[src/rtl/aes_key_expansion_writer.sv]
// aes_key_expansion_writer: iterative AES-128/192/256 key schedule that writes round keys into the round-key RAM
module aes_key_expansion_writer (
    input  logic        iClk,
    input  logic        iRst_n,
    input  logic        iStart,
    input  logic        iEndec,
    input  logic [1:0]  iKey_size,
    input  logic [31:0] iKey_1,
    input  logic [31:0] iKey_2,
    input  logic [31:0] iKey_3,
    input  logic [31:0] iKey_4,
    input  logic [31:0] iKey_5,
    input  logic [31:0] iKey_6,
    input  logic [31:0] iKey_7,
    input  logic [31:0] iKey_8,
    output logic        oRAM_we,
    output logic [3:0]  oRAM_addr,
    output logic [31:0] oRAM_data_1,
    output logic [31:0] oRAM_data_2,
    output logic [31:0] oRAM_data_3,
    output logic [31:0] oRAM_data_4,
    output logic        oBusy,
    output logic        oDone
);
    localparam logic [2047:0] SBOX = {
        128'h637c777bf26b6fc53001672bfed7ab76, 128'hca82c97dfa5947f0add4a2af9ca472c0,
        128'hb7fd9326363ff7cc34a5e5f171d83115, 128'h04c723c31896059a071280e2eb27b275,
        128'h09832c1a1b6e5aa0523bd6b329e32f84, 128'h53d100ed20fcb15b6acbbe394a4c58cf,
        128'hd0efaafb434d338545f9027f503c9fa8, 128'h51a3408f929d38f5bcb6da2110fff3d2,
        128'hcd0c13ec5f974417c4a77e3d645d1973, 128'h60814fdc222a908846eeb814de5e0bdb,
        128'he0323a0a4906245cc2d3ac629195e479, 128'he7c8376d8dd54ea96c56f4ea657aae08,
        128'hba78252e1ca6b4c6e8dd741f4bbd8b8a, 128'h703eb5664803f60e613557b986c11d9e,
        128'he1f8981169d98e949b1e87e9ce5528df, 128'h8ca1890dbfe6426841992d0fb054bb16
    };

    typedef enum logic [1:0] {IDLE, EXPAND, DONE} state_t;

    state_t           r_state;
    logic [7:0][31:0] r_hist;
    logic [3:0][31:0] r_buf;
    logic [1:0]       r_ks;
    logic             r_endec;
    logic [5:0]       r_cnt;
    logic [2:0]       r_mod;
    logic [7:0]       r_rcon;

    logic [1:0]       w_ks;
    logic [7:0][31:0] w_key;
    logic [7:0][31:0] w_load;
    logic [3:0]       w_nr;
    logic [2:0]       w_mod_max;
    logic [31:0]      w_old;
    logic [31:0]      w_prev;
    logic [31:0]      w_rot;
    logic [31:0]      w_sub;
    logic [31:0]      w_temp;
    logic [31:0]      w_word;
    logic             w_init;
    logic             w_last;
    logic [7:0]       w_rcon_next;

    function automatic logic [7:0] sbox(input logic [7:0] x);
        return SBOX[{~x, 3'b000} +: 8];
    endfunction

    // Schedule word generation: history register holds w[i-8..i-1], newest at index 7, so w[i-Nk] sits at 8-Nk
    always_comb begin
        w_ks        = (iKey_size == 2'd3) ? 2'd0 : iKey_size;
        w_key       = {iKey_8, iKey_7, iKey_6, iKey_5, iKey_4, iKey_3, iKey_2, iKey_1};
        w_load      = (w_ks == 2'd2) ? w_key : (w_ks == 2'd1) ? (w_key << 64) : (w_key << 128);
        w_nr        = (r_ks == 2'd2) ? 4'd14 : (r_ks == 2'd1) ? 4'd12 : 4'd10;
        w_mod_max   = (r_ks == 2'd2) ? 3'd7 : (r_ks == 2'd1) ? 3'd5 : 3'd3;
        w_old       = (r_ks == 2'd2) ? r_hist[0] : (r_ks == 2'd1) ? r_hist[2] : r_hist[4];
        w_prev      = r_hist[7];
        w_init      = r_cnt <= {3'b000, w_mod_max};
        w_rot       = (r_mod == 3'd0) ? {w_prev[23:0], w_prev[31:24]} : w_prev;
        w_sub       = {sbox(w_rot[31:24]), sbox(w_rot[23:16]), sbox(w_rot[15:8]), sbox(w_rot[7:0])};
        w_temp      = (r_mod == 3'd0) ? (w_sub ^ {r_rcon, 24'h0}) :
                      (r_ks == 2'd2 && r_mod == 3'd4) ? w_sub : w_prev;
        w_word      = w_init ? w_old : (w_old ^ w_temp);
        w_last      = r_cnt == {w_nr, 2'b11};
        w_rcon_next = {r_rcon[6:0], 1'b0} ^ (r_rcon[7] ? 8'h1b : 8'h00);
    end

    // Control FSM with registered RAM write port, busy and done outputs
    always_ff @(posedge iClk) begin
        if (!iRst_n) begin
            r_state     <= IDLE;
            r_ks        <= 2'd0;
            r_endec     <= 1'b0;
            r_cnt       <= 6'd0;
            r_mod       <= 3'd0;
            r_rcon      <= 8'h01;
            oRAM_we     <= 1'b0;
            oRAM_addr   <= 4'd0;
            oRAM_data_1 <= 32'h0;
            oRAM_data_2 <= 32'h0;
            oRAM_data_3 <= 32'h0;
            oRAM_data_4 <= 32'h0;
            oBusy       <= 1'b0;
            oDone       <= 1'b0;
        end else begin
            case (r_state)
                IDLE: begin
                    oDone   <= 1'b0;
                    oRAM_we <= 1'b0;
                    if (iStart) begin
                        r_ks    <= w_ks;
                        r_endec <= iEndec;
                        r_hist  <= w_load;
                        r_cnt   <= 6'd0;
                        r_mod   <= 3'd0;
                        r_rcon  <= 8'h01;
                        r_state <= EXPAND;
                    end
                end
                EXPAND: begin
                    oBusy             <= 1'b1;
                    r_hist            <= {w_word, r_hist[7:1]};
                    r_buf[r_cnt[1:0]] <= w_word;
                    r_cnt             <= r_cnt + 6'd1;
                    r_mod             <= (r_mod == w_mod_max) ? 3'd0 : r_mod + 3'd1;
                    if (!w_init && r_mod == 3'd0)
                        r_rcon <= w_rcon_next;
                    oRAM_we <= r_cnt[1:0] == 2'd3;
                    if (r_cnt[1:0] == 2'd3) begin
                        oRAM_data_1 <= r_buf[0];
                        oRAM_data_2 <= r_buf[1];
                        oRAM_data_3 <= r_buf[2];
                        oRAM_data_4 <= w_word;
                        oRAM_addr   <= r_endec ? (w_nr - r_cnt[5:2]) : r_cnt[5:2];
                    end
                    if (w_last)
                        r_state <= DONE;
                end
                DONE: begin
                    oRAM_we <= 1'b0;
                    oBusy   <= 1'b0;
                    oDone   <= 1'b1;
                    r_state <= IDLE;
                end
                default: r_state <= IDLE;
            endcase
        end
    end
endmodule
[config.mk]
export PLATFORM = sky130hd
export DESIGN_NAME = aes_key_expansion_writer
export DESIGN_NICKNAME = d
export VERILOG_FILES = /design/src/rtl/aes_key_expansion_writer.sv
export SDC_FILE = /design/constraint.sdc
export NUM_CORES = 2
export LEC_CHECK = 0
export ABC_AREA = 1
export CORE_MARGIN = 1.5
export CORE_UTILIZATION = 40
export DETAILED_ROUTE_END_ITERATION = 6
export DONT_BUFFER_PORTS = 1
export SLEW_MARGIN = 10
export SYNTH_ARGS = -nofsm -noshare
export SYNTH_HDL_FRONTEND = slang
export SYNTH_SLANG_ARGS = --single-unit
[constraint.sdc]
create_clock -name iClk -period 17.2 [get_ports iClk]
set_clock_uncertainty 0.1 [all_clocks]
set_input_delay 4.3 -clock iClk [delete_from_list [all_inputs] [get_ports iClk]]
set_output_delay 4.3 -clock iClk [all_outputs]
set_load 0.03 [all_outputs]
==> results.md <==
Outcome:
- The flow ran to the end, and the final reports show no timing, DRC or antenna violations.

Timing:
- The final critical path takes up between 40% and 50% of the cycle.
- The final count of negative-setup-slack endpoints is 0.
- The number of hold-slack violations in the final timing report is 0.
- Setup repair after global routing left no endpoint under its margin.
- At the pin with the least slew margin, the transition time is around 1300 ps.
- The count of final max-slew check failures came to 0.
- The clock period minus final worst setup slack is 6930 ps.
- Static timing analysis puts the maximum clock frequency at 144 MHz.
- The post-route worst setup slack is around 10,000 ps.
- In this run the tightest slew margin relative to its limit is about 12%.
- After routing, the total negative slack on setup checks comes to 0 ps.

Min path:
- The hold path depth is 2.
- The capture endpoint of the worst hold path is oRAM_data_3[4].
- The tightest min-delay check is of the register to register type.
- In this run the most critical hold path is launched from r_buf[68].

Route:
- For this block, the via count after detailed routing is approximately 38,000.
- The count of antenna-violating nets left after detailed routing is 0.
- The total wirelength of the detailed-routed design is ~160 mm.
- The average detailed-routed wire length per instance is around 26 um.
- The count of TritonRoute iterations in the first routing pass is 7.
- The number of design rule violations left after detail routing is 0.
- The detailed router finished its first iteration with around 5,700 violations.
- The via-per-instance ratio is 6.23.

Critical path:
- The worst register-to-register path ends at w_prev[19].
- The worst register-to-register path has a depth of 22.
- The largest single stage delay on the critical path is about 700 ps.
- STA classifies the critical path endpoint as a register.
- The launch point of the worst reg-to-reg path is r_mod[0].
- The worst reg-to-reg setup slack is around 11,000 ps.
- The worst setup path category is primary input to register.
- The slowest library cell on the worst path is buf_4.
- Data arrives at the worst endpoint at 7070 ps.
- The highest fanout seen on the critical path is 191.
- The worst path required time is roughly 17,000 ps.
- The worst setup path is launched from a primary input.
- The signal on the critical path passes through nand2_1 > o21ai_1 > inv_1 > nor2_4 > buf_4 > buf_12.

Job:
- Across the run, the number of max-cap violations was 0.

CTS:
- The cell sitting at the root of the clock tree is a clkbuf_16.
- The latest clock arrival within the worst-skew pair is 650 ps.
- The maximum level of the CTS H-tree is 2.
- The post-cts hold buffer count is 0.
- Gates resized during post-CTS repair numbered 0.
- The TritonCTS clock tree is done.
- In this run the deepest clock path goes through 3 buffers.
- The clock transition at the register clock pins on the worst setup and hold paths after CTS is roughly 60 ps.
- Clock tree synthesis inserted a total of 56 buffers.
- CTS saw around 510 sinks.
- The post-CTS setup buffer count is 0.

Power and ir drop:
- Net switching is between 40 and 50% of the power.
- The analysis attributes to net switching a power of ~1.9 mW.
- Across the VDD grid, the largest voltage drop is around 83 uV.
- The proportion of power drawn by combinational gates is approximately two fifths.
- The leakage power of the design is approximately 15 nW.
- The sequential power share is approximately a third.
- The cell-internal power is approximately 2.6 mW.
- The clock share of power is 27.3%.
- In this run the power density over the cells is between 100 and 150 nW/um^2.

Final layout:
- The core utilization of the finished layout is between 40% and 50%.
- Leaving out fill and tap cells, the most frequent cells in the layout are nand2_1, nand3_1, nor2_1, edfxtp_1, o211ai_1.
- The most common library cell in the layout ignoring fill and taps is nand2_1.
- The final antenna diode count is 0.
- In the final design database the tool counted between 5,000 and 6,000 nets.
- Of the cells placed in the final design, the portion with a size suffix greater than 1 is under 10%.
- The number of filler instances in the final layout is about 9,300.
- The final standard cell area without fillers is 38,200 sq um.
- Compared with the post-synthesis result, the final layout area differs by 6.05%.

Global routing:
- Global routing used roughly half of the available met2 tracks.
- Global routing used just under 10% of the available met3 tracks.
- The number of antenna violations at the first check in global routing was 9.
- After global routing, the most crowded layer is met2.
- The global-route wire length before repair is about 230 mm.
- In the global route stage, overall resource usage came out at 34.1%.
- The routing usage on met1 is 46.5%.
- The maximum number of pins on one net before global-route repair is 229.
- Global routing finished with a remaining overflow of 0.
- The via count of the first global-routing pass came to 34,600.

Place:
- During placement, the flow inserted port buffers numbering 0.
- The routability congestion estimate from global placement is 1.01.
- Summed over all nets, the half-perimeter wirelength after detailed placement is 114 mm.
- Timing analysis after detailed placement gives a worst setup slack of 9760 ps.
- In this run the cell area measured after placement is around 36,000 sq um.

Synth:
- The average cell area after synthesis is approximately 6.9 sq um.
- Sorting the synthesized cells by area gives the leading types as edfxtp_1, nand2_1, nand3_1.
- For this run, the leading register cell type out of synthesis is edfxtp_1.
- The count of synthesis-stage warnings from yosys is 0.
- After synthesis, the netlist uses between 40 and 50 different library cells.
- The sequential fraction of the synthesis area is 38.1%.
- The number of synthesized flops with an enable pin is approximately 350.
- After synthesis the cells add up to ~36,000 sq um.
- For this run, asynchronously set or reset flops after synthesis account for 0%.
- The net count of the mapped netlist is approximately 5,500.
- The synthesized netlist cell count is 5,207.
- The synthesized design contains a little over 500 register bits.
- Of the post-synthesis cell area, the dominant cell type holds between 20 and 30%.
- edfxtp_1 takes more of the synthesized area than any other cell.

Die:
- After floorplanning, the core was divided into around 110 placement rows.
- The starting utilization of the core area is roughly two fifths.
- The die outline width is approximately 300 um.
- The die covers approximately 92,000 sq um.
- The standard cell core area is approximately 89,000 sq um.
- Measured along the y axis, the die boundary spans 303 um.
- between 300 and 400 I/O pins were placed.
power groups by stage:
stage               Sequential, mW  Clock, mW  Combinational, mW
floorplan                     1.48          0               1.16
global placement              1.49          0               1.71
detailed placement            1.49          0               1.69
CTS                           1.46       1.23               1.69
global route                  1.47       1.27               1.89
finish                        1.47       1.22               1.77
synthesized netlist by cell type, types with 23 or more instances:
library cell  count
nand2_1        1391
nand3_1         998
nor2_1          484
edfxtp_1        352
inv_1           315
o211ai_1        313
o21ai_0         309
clkbuf_1        229
dfxtp_1         157
a21oi_1         140
a31oi_1         105
buf_2            83
ha_1             49
o21ai_1          30
nand2_2          29
buf_1            27
buf_4            23
state kept, by name, summed over array words and instances (netlist names):
signal	flops
r_state	2
oRAM_data_1	32
r_mod	3
oRAM_we	1
r_buf	96
r_cnt	6
r_endec	1
oRAM_data_2	32
r_rcon	8
w_prev	32
oBusy	1
oDone	1
oRAM_data_3	32
oRAM_data_4	32
r_hist	224
r_ks	2
oRAM_addr	4
area by class of cell:
class	instances	area (sq um)	share of cell area [%]
repair buffers	59	468	1.22
inverters	334	1280	3.35
flip-flops and latches	509	13700	35.9
multi-input cells	3986	19500	50.9
well taps	1165	1460	3.81
clock inverters	29	229	0.599
clock buffers	77	1610	4.22
worst max-delay path by stage:
| stage | endpoint | startpoint | cells past startpoint |
|---|---|---|---|
| 2_1_floorplan | r_hist[0] | iStart | 4 |
| 5_1_grt | w_prev[12] | iStart | 6 |
| 3_3_place_gp | w_prev[7] | iStart | 6 |
| 3_5_place_dp | w_prev[7] | iStart | 6 |
| 4_1_cts | w_prev[10] | iStart | 6 |
| 6_report | r_hist[6] | iStart | 6 |
per-layer routing:
layer / wire (um) / share of wire, % / up-vias
met1: 66000 / 41 / 18100
li1: - / - / 17400
met2: 69100 / 42 / 2433
met4: 8230 / 5.0 / 10
met5: 57 / 0.035 / -
met3: 19500 / 12 / 429
metrics by stage:
step                      cells  power [mW]  hold WS, ps
after floorplan            5207        2.64          347
after global placement     6053        3.20          365
final                      6159        4.45          385
after detailed placement   6053        3.18          380
after global routing       6159        4.62          413
after CTS                  6159        4.38          390
cells by family (layout without fill, tap and decap cells):
kind of cell / Yosys count / count (layout) / synth area share, %
xor+xnor: 1 / 1 / 0.0243
mux: 1 / 1 / 0.0278
buf+inv: 712 / 499 / 8.29
compound gates: 953 / 953 / 16.4
simple gates: 2981 / 2981 / 35.4
fa+ha+maj: 50 / 50 / 1.76
flops: 509 / 509 / 38.1
critical path, delay by kind of cell:
kind | cells | cell delay, ps
AOI/OAI and AO/OA | 1 | 380
and+or+nand+nor | 2 | 280
buffers and inverters | 3 | 1670
Note: power is estimated with default switching activity, not from simulation.
